===== config.mk =====
export PLATFORM = sky130hd
export DESIGN_NAME = run_sequencer
export DESIGN_NICKNAME = d
export VERILOG_FILES = /design/src/rtl/run_sequencer.sv
export SDC_FILE = /design/constraint.sdc
export NUM_CORES = 1
export LEC_CHECK = 0
export BUFFER_PORTS_ARGS = -buffer_cell sky130_fd_sc_hd__buf_2
export CAP_MARGIN = 20
export CORE_ASPECT_RATIO = 0.7
export CORE_MARGIN = 2
export CORE_UTILIZATION = 50
export CTS_CLUSTER_SIZE = 25
export DETAILED_ROUTE_END_ITERATION = 10
export MAX_ROUTING_LAYER = met4
export PLACE_DENSITY = 0.74
export SYNTH_ARGS = -nofsm -noshare
export SYNTH_HDL_FRONTEND = slang
export SYNTH_SLANG_ARGS = --single-unit

===== constraint.sdc =====
create_clock -name clk -period 7.3 [get_ports clk]
set_input_delay 1.095 -clock clk [delete_from_list [all_inputs] [get_ports clk]]
set_output_delay 1.095 -clock clk [all_outputs]
set_load 0.02 [all_outputs]

===== src/rtl/run_sequencer.sv =====
// Host-side job sequencer for the 9-bit-instruction core: preloads data memory,
// kicks the core, waits for done (or a cycle limit), then drains a result window.
module run_sequencer #(
  parameter int AW         = 8,
  parameter int DW         = 8,
  parameter int MAX_CYCLES = 4096,
  parameter int CW         = 16
) (
  input  logic          clk,
  input  logic          reset,
  input  logic          start,
  input  logic [AW-1:0] wr_base,
  input  logic [AW:0]   wr_len,
  input  logic [AW-1:0] rd_base,
  input  logic [AW:0]   rd_len,
  input  logic          in_valid,
  input  logic [DW-1:0] in_data,
  output logic          in_ready,
  output logic          mem_own,
  output logic          mem_wr_en,
  output logic [AW-1:0] mem_addr,
  output logic [DW-1:0] mem_wr_data,
  input  logic [DW-1:0] mem_rd_data,
  output logic          core_reset,
  output logic          core_req,
  input  logic          core_done,
  output logic          out_valid,
  output logic [DW-1:0] out_data,
  input  logic          out_ready,
  output logic          busy,
  output logic          finished,
  output logic          timeout,
  output logic [CW-1:0] run_cycles
);

  typedef enum logic [2:0] {
    S_IDLE,
    S_LOAD,
    S_CRST,
    S_RUN,
    S_DRAIN,
    S_FIN
  } state_e;

  localparam logic [31:0] RUN_LIMIT = 32'(MAX_CYCLES - 1);

  state_e        state_q, state_d;
  logic [AW-1:0] wr_base_q, wr_base_d;
  logic [AW-1:0] rd_base_q, rd_base_d;
  logic [AW:0]   wr_len_q, wr_len_d;
  logic [AW:0]   rd_len_q, rd_len_d;
  logic [AW:0]   idx_q, idx_d;
  logic          timeout_q, timeout_d;
  logic [CW-1:0] run_cycles_q, run_cycles_d;

  logic [AW:0]   idx_inc;
  logic [CW-1:0] run_inc;
  logic          run_limit_hit;

  assign idx_inc       = idx_q + (AW+1)'(1);
  assign run_inc       = (run_cycles_q == '1) ? run_cycles_q : run_cycles_q + CW'(1);
  assign run_limit_hit = 32'(run_inc) >= RUN_LIMIT;

  assign timeout    = timeout_q;
  assign run_cycles = run_cycles_q;

  // NOTE: sequential state uses non-blocking assignments so every register
  // samples the pre-edge values, independent of statement order.
  always_ff @(posedge clk) begin
    if (reset) begin
      state_q      <= S_IDLE;
      wr_base_q    <= '0;
      rd_base_q    <= '0;
      wr_len_q     <= '0;
      rd_len_q     <= '0;
      idx_q        <= '0;
      timeout_q    <= 1'b0;
      run_cycles_q <= '0;
    end else begin
      state_q      <= state_d;
      wr_base_q    <= wr_base_d;
      rd_base_q    <= rd_base_d;
      wr_len_q     <= wr_len_d;
      rd_len_q     <= rd_len_d;
      idx_q        <= idx_d;
      timeout_q    <= timeout_d;
      run_cycles_q <= run_cycles_d;
    end
  end

  // NOTE: every signal written here gets a default first, so no path through
  // the case statement can leave one unassigned and infer a latch.
  always_comb begin
    state_d      = state_q;
    wr_base_d    = wr_base_q;
    rd_base_d    = rd_base_q;
    wr_len_d     = wr_len_q;
    rd_len_d     = rd_len_q;
    idx_d        = idx_q;
    timeout_d    = timeout_q;
    run_cycles_d = run_cycles_q;
    in_ready     = 1'b0;
    mem_own      = 1'b0;
    mem_wr_en    = 1'b0;
    mem_addr     = '0;
    mem_wr_data  = '0;
    core_reset   = 1'b0;
    core_req     = 1'b0;
    out_valid    = 1'b0;
    out_data     = '0;
    busy         = 1'b0;
    finished     = 1'b0;

    unique case (state_q)
      S_IDLE: begin
        if (start) begin
          wr_base_d    = wr_base;
          rd_base_d    = rd_base;
          wr_len_d     = wr_len;
          rd_len_d     = rd_len;
          idx_d        = '0;
          timeout_d    = 1'b0;
          run_cycles_d = '0;
          state_d      = (wr_len == '0) ? S_CRST : S_LOAD;
        end
      end

      S_LOAD: begin
        busy        = 1'b1;
        mem_own     = 1'b1;
        in_ready    = 1'b1;
        mem_addr    = wr_base_q + idx_q[AW-1:0];
        mem_wr_data = in_data;
        mem_wr_en   = in_valid;
        if (in_valid) begin
          idx_d = idx_inc;
          if (idx_inc == wr_len_q) state_d = S_CRST;
        end
      end

      S_CRST: begin
        busy       = 1'b1;
        core_reset = 1'b1;
        state_d    = S_RUN;
      end

      S_RUN: begin
        busy = 1'b1;
        // run_cycles is cleared at start, so zero marks the first RUN cycle.
        core_req     = (run_cycles_q == '0);
        run_cycles_d = run_inc;
        if (core_done) begin
          idx_d   = '0;
          state_d = (rd_len_q == '0) ? S_FIN : S_DRAIN;
        end else if (run_limit_hit) begin
          timeout_d = 1'b1;
          state_d   = S_IDLE;
        end
      end

      S_DRAIN: begin
        busy      = 1'b1;
        mem_own   = 1'b1;
        mem_addr  = rd_base_q + idx_q[AW-1:0];
        out_valid = 1'b1;
        out_data  = mem_rd_data;
        if (out_ready) begin
          idx_d = idx_inc;
          if (idx_inc == rd_len_q) state_d = S_FIN;
        end
      end

      S_FIN: begin
        finished = 1'b1;
        state_d  = S_IDLE;
      end

      default: state_d = S_IDLE;
    endcase
  end

endmodule


* Word-level counts from Yosys, hierarchy flattened
Index checks and enable logic that the tools add are counted.
Storage, ports and cells: flip-flop bits (word level) 63, bits of input ports 56, logic and storage cells 76
Cells by class: add/subtract/negate cells 4, magnitude comparators 1, equal/unequal tests 17, muxes and demuxes 33, reductions and logical operators 13
Operator list (count):
- $mux W9 | 4
- $pmux W9 S4 | 1
- $mux W16 | 2
- $pmux W16 S2 | 1
- $mux W3 | 7
- $eq A9 B9 Y1 | 2
- $logic_not A9 Y1 | 2
- $add A16 B1 Y16 const B | 1
- $add A8 B8 Y8 | 2
- $eq A16 B16 Y1 const B | 1
- $ge A16 B12 Y1 const B | 1
- $logic_not A16 Y1 | 1
- $mux W8 | 2
- $ne A2 B2 Y1 const B | 8
- $pmux W8 S2 | 1
- $pmux W3 S5 | 1
- $mux W1 | 12
- $add A9 B1 Y9 const B | 1
- $eq A3 B2 Y1 const B | 2
- $eq A3 B3 Y1 const B | 2
- $reduce_and A6 Y1 | 1
- $reduce_and A5 Y1 | 1
- $reduce_and A2 Y1 | 2
- $reduce_and A4 Y1 | 1
- other kinds (9) | 9

* Longest topological paths before layout
Gate-level depths: netlist of run 1.
depth after elaboration 6, depth in mapped cells 15, mapped depth without buffers 13

* Least setup slack after synthesis of run 1
No wires, ideal clock.
path kind register to output, start register state_q[2], end output mem_addr[7], arrival 3338 ps, required time 6205 ps, slack 2867 ps, cell stages (with the launch flop) 13, cell sequence dfxtp_1 > clkbuf_1 > and2_1 > buf_1 > mux2_2 > ha_1 > a21o_1 > a21oi_1 > nor2b_1 > o21a_1 > o41ai_1 > xor2_1 > mux2i_1
Between the ends: cells in the longest elaborated chain, start to end 2
Ends and longest elaborated chain:
- start: declaration | RTL line 47 | state_e state_q, state_d;
- start signal: assignment | RTL line 80 | state_q <= state_d;
- $eq A3 B3 Y1 or $eq A3 B1 Y1 (tied branches) | RTL line 114 | unique case (state_q)
- $pmux W8 S2 * | RTL line 114
- end: declaration | RTL line 21 | output logic [AW-1:0] mem_addr,
Every way passes the cells marked *; elsewhere a longest branch is shown, timed or not.

* Worst setup path after layout of run 1
start register state_q[0], end output mem_addr[7]
The elaborated chain is that of the path after synthesis.

==> out/summary.log, run 1 <==
INFO  run_status     status=finished clean
INFO  logic_synthesis syn-instance-count=536
INFO  global_route   grt_busiest_layer=met2
INFO  route          dr_total_vias=4163
INFO  timing         grt_setup_unrepaired=no
INFO  die            die_height=79.2µm
INFO  critical_path  crit_chain=nor2_1 > and2_1 > mux2_2 > ha_1 > a21o_1 > a21oi_1 > nor2b_1 > o21a_1 > o41ai_1 > xor2_1 > mux2i_1 > buf_2
INFO  logic_synthesis synth_area=0.00404mm²
INFO  logic_synthesis post_synth_and_or_nand_nor_area_fraction=0.312
INFO  die            die_area=0.00882mm²
INFO  clock_network  postCtsHoldBufs=0
INFO  timing         worst_slack=1.95ns
INFO  timing         fmaxAchievable=187MHz
INFO  die            core.rowCount=27
INFO  timing         slew-limit-headroom=0.329
INFO  logic_synthesis post_synthesis_mux_area_share=0.0301
INFO  layout         layout-area-overhead-vs-synth=19.5%
INFO  route          detailedRoute.firstPassIterationCount=5
INFO  global_route   met2_usage=0.384
INFO  clock_network  deepest_clock_path_buffer_count=2
INFO  critical_path  slowest_delay=0.63ns
INFO  global_route   antenna_found_initial=0
INFO  placed_design  dpl_cell_area=0.00454mm²
INFO  critical_path  worstPathBufferInverterCount=1
INFO  die            initial_utilization=0.515
INFO  die            floorplan.die.width=111µm
INFO  pwr            cell_internal_pwr=782µW
INFO  critical_path  worst_setup_path_end_kind=output pin
INFO  critical_path  cell_count_along_the_critical_path=12
INFO  critical_path  worst_r2r_startpoint=state_q[0]
INFO  layout         mostFrequentLayoutCell=sky130_fd_sc_hd__buf_2
INFO  global_route   first_global_vias=3736
INFO  placed_design  portBuffers=104
INFO  critical_path  setup.worst_path.start=state_q[0]
INFO  clock_network  cts-buffers-inserted=9
INFO  timing         clock_skew=0.00343ns
INFO  layout         most-common-layout-cells=sky130_fd_sc_hd__buf_2 (104), sky130_fd_sc_hd__nand2_1 (93), sky130_fd_sc_hd__a21oi_1 (71)
INFO  clock_network  clock-sinks=63
INFO  pwr            power.share.clock=0.325
INFO  layout         post_route_cells_drive_above_1_share=0.244
INFO  layout         finish.instance_area=0.00482mm²
INFO  critical_path  path_class=flop to output pin
INFO  global_route   gr-usage-met1=0.370
INFO  logic_synthesis syn_nets=603
INFO  critical_path  cp_slowest_cell=sky130_fd_sc_hd__and2_1
INFO  clock_network  clk_pin_slew_worst_paths=0.06ns
INFO  logic_synthesis synth.yosys.warnings=0
INFO  logic_synthesis async_reset_ff_frac=0
INFO  layout         layout.filler_cells=743
INFO  pwr            report.power.total=1.24mW
INFO  critical_path  critical_path.max_fanout=14
INFO  timing         setup-violations-final=0
INFO  logic_synthesis synthFlopType=sky130_fd_sc_hd__dfxtp_1
INFO  die            design.core.area=0.00784mm²
INFO  clock_network  ctsHtreeMaxLevel=3
INFO  route          route.detailed.drc=0
INFO  route          via_per_inst=5.76
INFO  global_route   grt_start_max_net_pins=65
INFO  pwr            power_density=258mW/mm²
INFO  flow_run       max_capacitance_violation_total=0
INFO  pwr            power.ir.vdd_worst=0.140mV
INFO  route          detail-route-antenna-nets=0
INFO  placed_design  gp_congestion=1.02
INFO  critical_path  critPathLaunchType=flop
INFO  timing         finalHoldViolCount=0
INFO  pwr            power.switching_fraction=0.371
INFO  logic_synthesis ys_types=64
INFO  logic_synthesis synth-edff-count=0
INFO  critical_path  critical_path.reg2reg.endpoint=idx_q[7]
INFO  route          drt_wl_total=11400µm
INFO  logic_synthesis postSynthRegisterBits=63
INFO  route          iteration_0_drc_markers=356
INFO  logic_synthesis seq_area_frac_synth=0.312
INFO  clock_network  post_cts_setup_driven_buffer_insertion_count=0
INFO  global_route   grtUsageMet3=0.0779
INFO  clock_network  clock_tree_from_tritoncts=done
INFO  worst_hold_path hold_path_class=flop to flop
INFO  critical_path  worstSetupEndpoint=mem_addr[7]
INFO  critical_path  timing.critical_path.required=6.20ns
INFO  critical_path  rrSetupSlack=4.29ns
INFO  logic_synthesis synth_fa_ha_area_frac=0.0359
INFO  critical_path  worst_r2r_path_depth=7
INFO  critical_path  path_delay_family=simple AND/OR/NAND/NOR gates
INFO  timing         maxSlewViolCount=0
INFO  global_route   grt_pass1_wl=18600µm
INFO  global_route   track_usage=0.269
INFO  die            boundaryPins=105
INFO  timing         worst_pin_slew=1.00ns
INFO  pwr            switching_power=462µW
INFO  placed_design  dp_hpwl=8350µm
INFO  clock_network  cts_resized=0
INFO  pwr            share_comb_of_total_power=0.331
INFO  layout         finish.net_count=684
INFO  logic_synthesis synth_top_family_by_area=simple AND/OR/NAND/NOR gates
INFO  timing         totalNegativeSetupSlack=0ns
INFO  logic_synthesis complex_gate_fraction_of_the_synthesized_area=0.187
INFO  clock_network  worst_skew_pair.late_latency=0.33ns
INFO  layout         num_antenna_cells=0
INFO  placed_design  preCtsSetupSlack=2.35ns
INFO  clock_network  ctsRootBufferMaster=sky130_fd_sc_hd__clkbuf_16
INFO  pwr            leakagePower=2.05nW
INFO  timing         layout_min_cycle_time=5.35ns
INFO  critical_path  data_arrival_critical_path=4.25ns
INFO  route          drt-wirelength-per-cell=15.8µm
INFO  pwr            sequentialPowerShare=0.344
INFO  logic_synthesis yosys.area_share.xor_xnor=0.0682
INFO  global_route   overflow=0
INFO  logic_synthesis synth.avg_cell_area=7.53µm²
INFO  timing         final.period_utilization=0.732
-- power by group through the flow --
stage / clock network, mW / registers, mW / logic (mW)
floorplan: 0 / 0.408 / 0.314
global placement: 0 / 0.432 / 0.397
detailed placement: 0 / 0.434 / 0.408
CTS: 0.412 / 0.427 / 0.411
global route: 0.429 / 0.433 / 0.454
finish: 0.404 / 0.428 / 0.412
-- registers in the layout, indices dropped and copies added, names as in the netlist --
register and cells:
timeout 1, wr_base_q 8, rd_base_q 8, run_cycles 16, rd_len_q 9, state_q 3
wr_len_q 9, idx_q 9
-- metrics by stage --
| stage | cells | hold slack [ns] | utilization |
|---|---|---|---|
| CTS | 723 | 0.458 | 0.616 |
| detailed placement | 707 | 0.451 | 0.579 |
| finish | 723 | 0.457 | 0.616 |
| floorplan | 536 | 0.433 | - |
| global placement | 707 | 0.445 | 0.579 |
| global route | 723 | 0.481 | 0.616 |
-- Yosys cell counts, types with 9 or more instances --
| cell type | n | share of area |
|---|---|---|
| sky130_fd_sc_hd__nand2_1 | 93 | 0.086 |
| sky130_fd_sc_hd__a21oi_1 | 71 | 0.088 |
| sky130_fd_sc_hd__dfxtp_1 | 63 | 0.31 |
| sky130_fd_sc_hd__nor2_1 | 40 | 0.037 |
| sky130_fd_sc_hd__clkbuf_1 | 22 | 0.020 |
| sky130_fd_sc_hd__o21ai_0 | 20 | 0.025 |
| sky130_fd_sc_hd__xnor2_1 | 18 | 0.039 |
| sky130_fd_sc_hd__nor3_1 | 14 | 0.017 |
| sky130_fd_sc_hd__and3_1 | 13 | 0.020 |
| sky130_fd_sc_hd__and2_1 | 12 | 0.019 |
| sky130_fd_sc_hd__nand3_1 | 12 | 0.015 |
| sky130_fd_sc_hd__ha_1 | 10 | 0.031 |
| sky130_fd_sc_hd__inv_1 | 10 | 0.0093 |
| sky130_fd_sc_hd__buf_2 | 9 | 0.011 |
| sky130_fd_sc_hd__mux2_2 | 9 | 0.025 |
| sky130_fd_sc_hd__xor2_1 | 9 | 0.020 |
-- worst reg2reg max path, cell delays in order, from the launching register on --
cell and delay [ns]:
sky130_fd_sc_hd__dfxtp_1 0.62, sky130_fd_sc_hd__nor2_1 0.27, sky130_fd_sc_hd__and2_1 0.44, sky130_fd_sc_hd__nor2_1 0.83, sky130_fd_sc_hd__inv_1 0.30, sky130_fd_sc_hd__a21o_1 0.23
sky130_fd_sc_hd__a21oi_1 0.13, sky130_fd_sc_hd__nor2_1 0.05
-- layer usage --
layer	up-vias	wire length (µm)
li1	2036	-
met1	1918	5610
met2	192	4670
met3	17	1000
met4	0	173
met5	-	0
-- worst min-delay path by stage --
stage	from	depth (start not counted)	slack, ns	end
after floorplan	rd_base_q[0]	2	0.43	rd_base_q[0]
after global placement	rd_base_q[0]	2	0.44	rd_base_q[0]
after detailed placement	rd_base_q[0]	2	0.45	rd_base_q[0]
after CTS	rd_base_q[0]	2	0.46	rd_base_q[0]
after global routing	wr_base_q[5]	2	0.48	wr_base_q[5]
final	wr_base_q[3]	2	0.46	wr_base_q[3]
-- kinds of logic after synthesis --
| kind of cell | after synthesis |
|---|---|
| AO/OA/AOI/OAI | 127 |
| adder cells (fa/ha/maj) | 11 |
| multiplexers | 11 |
| XOR/XNOR | 29 |
| AND/OR/NAND/NOR | 247 |
| buffers and inverters | 48 |
| flip-flops | 63 |
-- layout make-up --
| cell class | instances | area, µm² | share of cell area |
|---|---|---|---|
| Sequential cell | 63 | 1260 | 0.261 |
| Clock buffer | 11 | 253 | 0.0524 |
| Inverter | 10 | 37.5 | 0.00778 |
| Tap cell | 101 | 126 | 0.0262 |
| Clock inverter | 5 | 32.5 | 0.00674 |
| Multi-Input combinational cell | 425 | 2560 | 0.531 |
| Timing Repair Buffer | 108 | 551 | 0.114 |
(Power assumes the default switching activity.)
==> inputs of run 2 (changes only) <==
Settings changed: ABC_AREA from default to 1.
Clock period 7.3 ns to 5.45 ns, I/O delays scaled along.
==> out/summary.log, run 2 <==
INFO  clock_network  postCtsHoldBufs=0 [unchanged]
INFO  timing         whs=0.452ns [-0.00502 ns]
INFO  clock_network  post_cts_setup_driven_buffer_insertion_count=0 [unchanged]
INFO  global_route   track_usage=0.289 [+0.0203]
INFO  die            boundaryPins=105 [unchanged]
INFO  logic_synthesis synth_top_cell_by_area=sky130_fd_sc_hd__dfxtp_1
INFO  logic_synthesis synthTopCellsByCount=sky130_fd_sc_hd__nand2_1 (177), sky130_fd_sc_hd__inv_1 (89), sky130_fd_sc_hd__a21oi_1 (68), sky130_fd_sc_hd__nor2_1 (68), sky130_fd_sc_hd__nand3_1 (64)
INFO  worst_hold_path hold_path_class=flop to flop
INFO  critical_path  critical_path.max_fanout=19 [+5]
INFO  layout         mostFrequentLayoutCell=sky130_fd_sc_hd__nand2_1
INFO  pwr            report.power.total=1.80mW [+45%]
INFO  route          via_per_inst=5.35 [-7.1%]
INFO  timing         clock_skew=0.00535ns [+0.00192 ns]
INFO  layout         post_route_cells_drive_above_1_share=0.185 [-0.0593]
INFO  die            die_height=79.1µm [-0.11%]
INFO  critical_path  worst_r2r_startpoint=state_q[2]
INFO  pwr            power.share.clock=0.345 [+0.020]
INFO  logic_synthesis synth-edff-count=0 [unchanged]
INFO  global_route   grt_pass1_wl=19600µm [+5.5%]
INFO  logic_synthesis async_reset_ff_frac=0 [unchanged]
INFO  route          dr_total_vias=4617 [+11%]
INFO  die            initial_utilization=0.514 [-0.00112]
INFO  logic_synthesis postSynthRegisterBits=63 [unchanged]
INFO  critical_path  path_class=flop to output pin
INFO  placed_design  gp_congestion=0.989 [-2.6%]
INFO  timing         slew-limit-headroom=0.500 [+0.171]
INFO  logic_synthesis syn_nets=727 [+21%]
INFO  logic_synthesis ys_types=35 [-45%]
INFO  logic_synthesis synth_top_cell_area_share=0.313 [+0.000679]
INFO  clock_network  clk_pin_slew_worst_paths=0.05ns [about the same]
INFO  run_status     status=finished clean
INFO  logic_synthesis netlist_top_cells_area=sky130_fd_sc_hd__dfxtp_1 (31%), sky130_fd_sc_hd__nand2_1 (16%), sky130_fd_sc_hd__a21oi_1 (8.4%)
INFO  route          iteration_0_drc_markers=365 [+2.5%]
INFO  timing         fmaxAchievable=219MHz
INFO  layout         finish.net_count=824 [+20%]
INFO  timing         layout_min_cycle_time=4.56ns
INFO  logic_synthesis most_common_cell_in_the_netlist=sky130_fd_sc_hd__nand2_1
INFO  layout         most-common-layout-cells=sky130_fd_sc_hd__nand2_1 (177), sky130_fd_sc_hd__buf_2 (104), sky130_fd_sc_hd__inv_1 (89)
INFO  worst_hold_path hold_path_startpoint=wr_base_q[4]
INFO  route          route.detailed.drc=0 [unchanged]
INFO  timing         grt_setup_unrepaired=no
INFO  layout         layout-area-overhead-vs-synth=22.6%
INFO  die            core.rowCount=27 [unchanged]
INFO  critical_path  timing.critical_path.required=4.63ns [-1.57 ns]
INFO  pwr            power_density=365mW/mm² [+41%]
INFO  global_route   overflow=0 [unchanged]
INFO  logic_synthesis synth_area=0.00403mm² [-0.22%]
INFO  route          detail-route-antenna-nets=0 [unchanged]
INFO  clock_network  cts_resized=0 [unchanged]
INFO  placed_design  portBuffers=104 [unchanged]
INFO  logic_synthesis seq_area_frac_synth=0.313 [+0.000679]
INFO  logic_synthesis synth.yosys.warnings=0 [unchanged]
INFO  timing         setup-violations-final=0 [unchanged]
INFO  global_route   antenna_found_initial=0 [unchanged]
INFO  die            die_area=0.00880mm² [-0.21%]
INFO  timing         totalNegativeSetupSlack=0ns [unchanged]
INFO  pwr            sequentialPowerShare=0.317 [-0.027]
INFO  layout         layout.core_utilization=0.630 [+0.0147]
INFO  clock_network  worst_skew_pair.late_latency=0.33ns [about the same]
INFO  layout         num_antenna_cells=0 [unchanged]
INFO  layout         largest_register_ff_count=16 [unchanged]
INFO  logic_synthesis syn-instance-count=660 [+23%]
INFO  global_route   grt_start_max_net_pins=39 [-40%]
INFO  pwr            power.switching_fraction=0.368 [-0.00357]
INFO  clock_network  ctsHtreeMaxLevel=3 [unchanged]
INFO  timing         worst_pin_slew=0.750ns [-0.253 ns]
INFO  pwr            share_comb_of_total_power=0.338 [+0.007]
INFO  route          detailedRoute.firstPassIterationCount=5 [unchanged]
INFO  timing         maxSlewViolCount=0 [unchanged]
INFO  timing         finalHoldViolCount=0 [unchanged]
INFO  critical_path  critPathLaunchType=flop
INFO  clock_network  ctsRootBufferMaster=sky130_fd_sc_hd__clkbuf_16
INFO  route          drt-wirelength-per-cell=14.3µm [-9.7%]
INFO  logic_synthesis synthFlopType=sky130_fd_sc_hd__dfxtp_1
INFO  clock_network  cts-buffers-inserted=9 [unchanged]
INFO  placed_design  dp_hpwl=9360µm [+12%]
INFO  die            design.core.area=0.00784mm² [unchanged]
INFO  critical_path  worst_setup_path_end_kind=output pin
INFO  flow_run       max_capacitance_violation_total=0 [unchanged]
INFO  critical_path  setup.worst_path.start=state_q[2]
INFO  pwr            leakagePower=2.34nW [+14%]
INFO  logic_synthesis synth.avg_cell_area=6.10µm² [-19%]
INFO  pwr            power.ir.vdd_worst=0.273mV [+94%]
INFO  timing         final.period_utilization=0.836
INFO  pwr            cell_internal_pwr=1.14mW [+46%]
INFO  die            floorplan.die.width=111µm [-0.10%]
INFO  clock_network  clock_tree_from_tritoncts=done
INFO  critical_path  data_arrival_critical_path=3.74ns [-0.51 ns]
INFO  pwr            switching_power=662µW [+43%]
INFO  route          drt_wl_total=12300µm [+7.8%]
INFO  layout         layout.filler_cells=755 [+1.6%]
INFO  clock_network  clock-sinks=63 [unchanged]
INFO  clock_network  deepest_clock_path_buffer_count=2 [unchanged]
INFO  global_route   first_global_vias=4064 [+8.8%]
==> run 2: cell types whose count changed after synthesis, moves of 9 or more <==
cell	change
sky130_fd_sc_hd__inv_1	+79
sky130_fd_sc_hd__nand3_1	+52
sky130_fd_sc_hd__nor2_1	+28
sky130_fd_sc_hd__nand2_1	+84
sky130_fd_sc_hd__nor3_1	-10
sky130_fd_sc_hd__and3_1	-13
sky130_fd_sc_hd__mux2_2	-9
sky130_fd_sc_hd__and2_1	-10
sky130_fd_sc_hd__xnor2_1	-15
sky130_fd_sc_hd__o21ai_0	+20
==> run 2: layout make-up <==
class | count | area [µm²] | share of cell area
clock inverters | 3 | 65.1 | 0.0132
clock buffers | 13 | 260 | 0.0527
inverters | 94 | 354 | 0.0717
repair buffers | 107 | 543 | 0.110
well taps | 101 | 126 | 0.0256
multi-input cells | 482 | 2330 | 0.472
flip-flops and latches | 63 | 1260 | 0.255
==> run 2: critical path, cell delays in order, from the launching register on <==
cell                      delay (ns)
sky130_fd_sc_hd__dfxtp_1        0.44
sky130_fd_sc_hd__inv_1          0.08
sky130_fd_sc_hd__nor2_2         0.58
sky130_fd_sc_hd__inv_1          0.38
sky130_fd_sc_hd__o21ai_0        0.41
sky130_fd_sc_hd__inv_1          0.12
sky130_fd_sc_hd__fa_1           0.45
sky130_fd_sc_hd__nor2_1         0.12
sky130_fd_sc_hd__o21ai_0        0.09
sky130_fd_sc_hd__nand2_1        0.09
sky130_fd_sc_hd__nand2_1        0.05
sky130_fd_sc_hd__inv_1          0.06
sky130_fd_sc_hd__nor2_1         0.04
sky130_fd_sc_hd__nor2_1         0.09
sky130_fd_sc_hd__nor2_1         0.05
sky130_fd_sc_hd__o21ai_0        0.14
sky130_fd_sc_hd__a21oi_1        0.05
sky130_fd_sc_hd__buf_2          0.15
==> run 2: per-stage QoR <==
stage / cells / instance area (µm²) / setup WS (ns)
6_report: 863 / 4940 / 0.893
3_5_place_dp: 847 / 4610 / 1.34
5_1_grt: 863 / 4940 / 0.556
4_1_cts: 863 / 4940 / 0.961
3_3_place_gp: 847 / 4610 / 1.55
2_1_floorplan: 660 / 4030 / 1.97
==> run 2: kinds of logic (layout without fill, tap and decap cells) <==
kind of cell / count (synthesis) / after routing / synth area share
adders and majority gates: 11 / 11 / 0.0360
DFF: 63 / 63 / 0.313
and+or+nand+nor: 346 / 346 / 0.374
xor gates and xnor gates: 9 / 9 / 0.0196
buffers and inverters: 115 / 217 / 0.110
AOI/OAI and AO/OA: 116 / 116 / 0.148
==> run 2: power groups by stage <==
stage | logic (mW) | registers (mW) | clock network [mW]
CTS | 0.600 | 0.571 | 0.633
global placement | 0.589 | 0.577 | 0
global route | 0.675 | 0.579 | 0.654
detailed placement | 0.597 | 0.580 | 0
floorplan | 0.425 | 0.566 | 0
finish | 0.608 | 0.572 | 0.622
==> run 2: per-layer routing <==
layer  wire length [µm]  part of all wire  track usage
met5                  0                 0            -
met4                 99            0.0080       0.0593
met3               1330              0.11       0.0992
met2               5130              0.42        0.423
met1               5770              0.47        0.391
==> run 2: final timing paths <==
path | slack (ns) | end | cells past startpoint
worst min-delay path | 0.45 | wr_base_q[4] | 2
worst min register to register | 0.45 | wr_base_q[4] | 2
worst max-delay path | 0.89 | mem_addr[6] | 17
worst max register to register | 2.77 | idx_q[4] | 9
==> inputs of run 3 (changes only) <==
Settings changed: CORE_UTILIZATION 50 to 48.
Clock period 5.45 ns to 4.08 ns, I/O delays scaled along.
==> out/summary.log, run 3 (synthesis gave the netlist of run 2 again) <==
INFO  run_status     status=finished clean
INFO  route          route.detailed.drc=0 [unchanged]
INFO  layout         layout.filler_cells=749 [-0.79%]
INFO  timing         fmaxAchievable=264MHz
INFO  die            design.core.area=0.00801mm² [+2.2%]
INFO  critical_path  path_delay_family=buffers and inverters
INFO  route          drt-wirelength-per-cell=14.6µm [+2.2%]
INFO  critical_path  data_arrival_critical_path=3.17ns [-0.57 ns]
INFO  timing         setup-violations-final=0 [unchanged]
INFO  timing         final.period_utilization=0.927
INFO  timing         finalHoldViolCount=0 [unchanged]
INFO  die            boundaryPins=105 [unchanged]
INFO  timing         slew-limit-headroom=0.370 [-0.130]
INFO  timing         maxSlewViolCount=0 [unchanged]
INFO  clock_network  clock-sinks=63 [unchanged]
INFO  critical_path  cp_slowest_cell=sky130_fd_sc_hd__dfxtp_1
INFO  layout         layout.core_utilization=0.622 [-0.00830]
INFO  pwr            report.power.total=2.48mW [+37%]
INFO  critical_path  worst_setup_path_end_kind=output pin
INFO  pwr            power.ir.vdd_worst=0.256mV [-6.3%]
INFO  placed_design  placed_cells=847 [unchanged]
INFO  critical_path  crit_top_cell=sky130_fd_sc_hd__nor2_1
INFO  timing         totalNegativeSetupSlack=0ns [unchanged]
INFO  pwr            power_density=497mW/mm² [+36%]
INFO  critical_path  critPathLaunchType=flop
INFO  flow_run       max_capacitance_violation_total=0 [unchanged]
INFO  clock_network  clock_tree_from_tritoncts=done
INFO  worst_hold_path hold_path_class=flop to flop
INFO  die            floorplan.die.width=114µm [+2.0%]
INFO  critical_path  rrSetupSlack=1.30ns [-1.47 ns]
INFO  placed_design  portBuffers=104 [unchanged]
INFO  timing         worst_slack=0.298ns [-0.595 ns]
INFO  global_route   track_usage=0.292 [+0.00230]
INFO  critical_path  slowest_delay=0.44ns [-0.14 ns]
INFO  timing         clock_skew=0.0102ns [+0.00484 ns]
INFO  layout         post_route_cells_drive_above_1_share=0.191 [+0.00606]
INFO  route          detail-route-antenna-nets=0 [unchanged]
INFO  clock_network  clk_pin_slew_worst_paths=0.05ns [about the same]
INFO  critical_path  cell_count_along_the_critical_path=18 [+1]
INFO  layout         layout-area-overhead-vs-synth=23.6%
INFO  layout         num_antenna_cells=0 [unchanged]
INFO  clock_network  worst_skew_pair.late_latency=0.34ns [about the same]
INFO  critical_path  crit_chain=inv_1 > nor2_2 > buf_4 > clkinvlp_4 > o21ai_1 > inv_1 > fa_1 > nor2_1 > o21ai_0 > nand2_1 > nand2_1 > inv_1 > nor2_1 > nor2_1 > nor2_1 > o21ai_0 > a21oi_1 > buf_2
INFO  clock_network  ctsRootBufferMaster=sky130_fd_sc_hd__clkbuf_16
INFO  clock_network  deepest_clock_path_buffer_count=2 [unchanged]
INFO  worst_hold_path timing.hold.worst_path_depth=2 [unchanged]
INFO  clock_network  ctsHtreeMaxLevel=3 [unchanged]
INFO  die            die_area=0.00915mm² [+4.0%]
INFO  layout         most-common-layout-cells=sky130_fd_sc_hd__nand2_1 (177), sky130_fd_sc_hd__buf_2 (104), sky130_fd_sc_hd__inv_1 (88)
INFO  layout         post_layout_nonfiller_instances=865 [+0.23%]
INFO  layout         sequential_cell_area=0.00126mm² [unchanged]
INFO  route          dr_total_vias=4724 [+2.3%]
INFO  route          via_per_inst=5.46 [+2.1%]
INFO  layout         largest_register_ff_count=16 [unchanged]
INFO  global_route   first_global_vias=4336 [+6.7%]
INFO  die            core.rowCount=27 [unchanged]
INFO  timing         grt_setup_unrepaired=no
INFO  critical_path  worstPathBufferInverterCount=6 [+1]
INFO  clock_network  cts-buffers-inserted=9 [unchanged]
INFO  route          detailedRoute.firstPassIterationCount=5 [unchanged]
INFO  pwr            leakagePower=2.36nW [+0.79%]
INFO  placed_design  dp_hpwl=9610µm [+2.6%]
INFO  layout         multiInputGateArea=0.00233mm² [unchanged]
INFO  global_route   overflow=0 [unchanged]
INFO  layout         finish.net_count=826 [+0.24%]
INFO  timing         worst_pin_slew=0.941ns [+0.191 ns]
INFO  timing         layout_min_cycle_time=3.78ns
INFO  die            die_height=80.7µm [+2.0%]
INFO  global_route   antenna_found_initial=0 [unchanged]
INFO  critical_path  path_class=flop to output pin
INFO  die            initial_utilization=0.503 [-0.0108]
INFO  placed_design  preCtsSetupSlack=0.562ns [-0.780 ns]
INFO  critical_path  critical_path.max_fanout=19 [unchanged]
INFO  global_route   grt_pass1_wl=20400µm [+3.8%]
INFO  layout         mostFrequentLayoutCell=sky130_fd_sc_hd__nand2_1
INFO  route          iteration_0_drc_markers=449 [+23%]
INFO  critical_path  timing.critical_path.required=3.47ns [-1.16 ns]
INFO  route          drt_wl_total=12600µm [+2.4%]
INFO  placed_design  gp_congestion=0.965 [-2.5%]
INFO  critical_path  worst_r2r_path_depth=7 [-2]
INFO  global_route   grt_start_max_net_pins=39 [unchanged]
==> run 3: cell type report <==
cell class                      count  area share
Multi-Input combinational cell    482       0.468
Clock buffer                        9      0.0452
Tap cell                          101      0.0254
Timing Repair Buffer              109       0.112
Clock inverter                      7      0.0244
Sequential cell                    63       0.253
Inverter                           94      0.0719
==> run 3: repair_timing <==
action	in CTS	in global routing
endpoints found under the setup margin	0	1
resized for setup	0	2
hold buffers	0	0
endpoints found under the hold margin	0	0
setup buffers	0	2
==> run 3: worst register-to-register path, stage by stage (launching register included) <==
cell                      delay, ns
sky130_fd_sc_hd__dfxtp_1       0.35
sky130_fd_sc_hd__nor2_1        0.11
sky130_fd_sc_hd__inv_1         0.06
sky130_fd_sc_hd__nor2_1        0.71
sky130_fd_sc_hd__nand2_1       0.69
sky130_fd_sc_hd__buf_4         0.45
sky130_fd_sc_hd__o21ai_0       0.23
sky130_fd_sc_hd__a21oi_1       0.06
==> run 3: worst paths after layout <==
path                       end          from
hold reg to reg   wr_base_q[0]  wr_base_q[0]
setup reg to reg   wr_len_q[6]    state_q[0]
setup / recovery   mem_addr[6]    state_q[2]
hold / removal    wr_base_q[0]  wr_base_q[0]
==> run 3: routing by layer <==
layer | global-route usage | vias up | share of wire
li1 | - | 2315 | -
met1 | 0.378 | 2124 | 0.45
met2 | 0.444 | 255 | 0.42
met3 | 0.0845 | 30 | 0.11
met4 | 0.0854 | 0 | 0.020
met5 | - | - | 0
==> run 3: per-stage QoR <==
step / instance area (µm²) / hold WS [ns]
2_1_floorplan: 4030 / 0.424
3_3_place_gp: 4610 / 0.437
3_5_place_dp: 4610 / 0.442
4_1_cts: 4960 / 0.448
5_1_grt: 4980 / 0.466
6_report: 4980 / 0.448
==> run 3: power by group <==
part | total, mW | leakage [nW] | internal, mW | switching, mW
clock | 0.892 | 0.170 | 0.598 | 0.294
combinational | 0.820 | 1.67 | 0.245 | 0.575
sequential | 0.764 | 0.515 | 0.705 | 0.0595
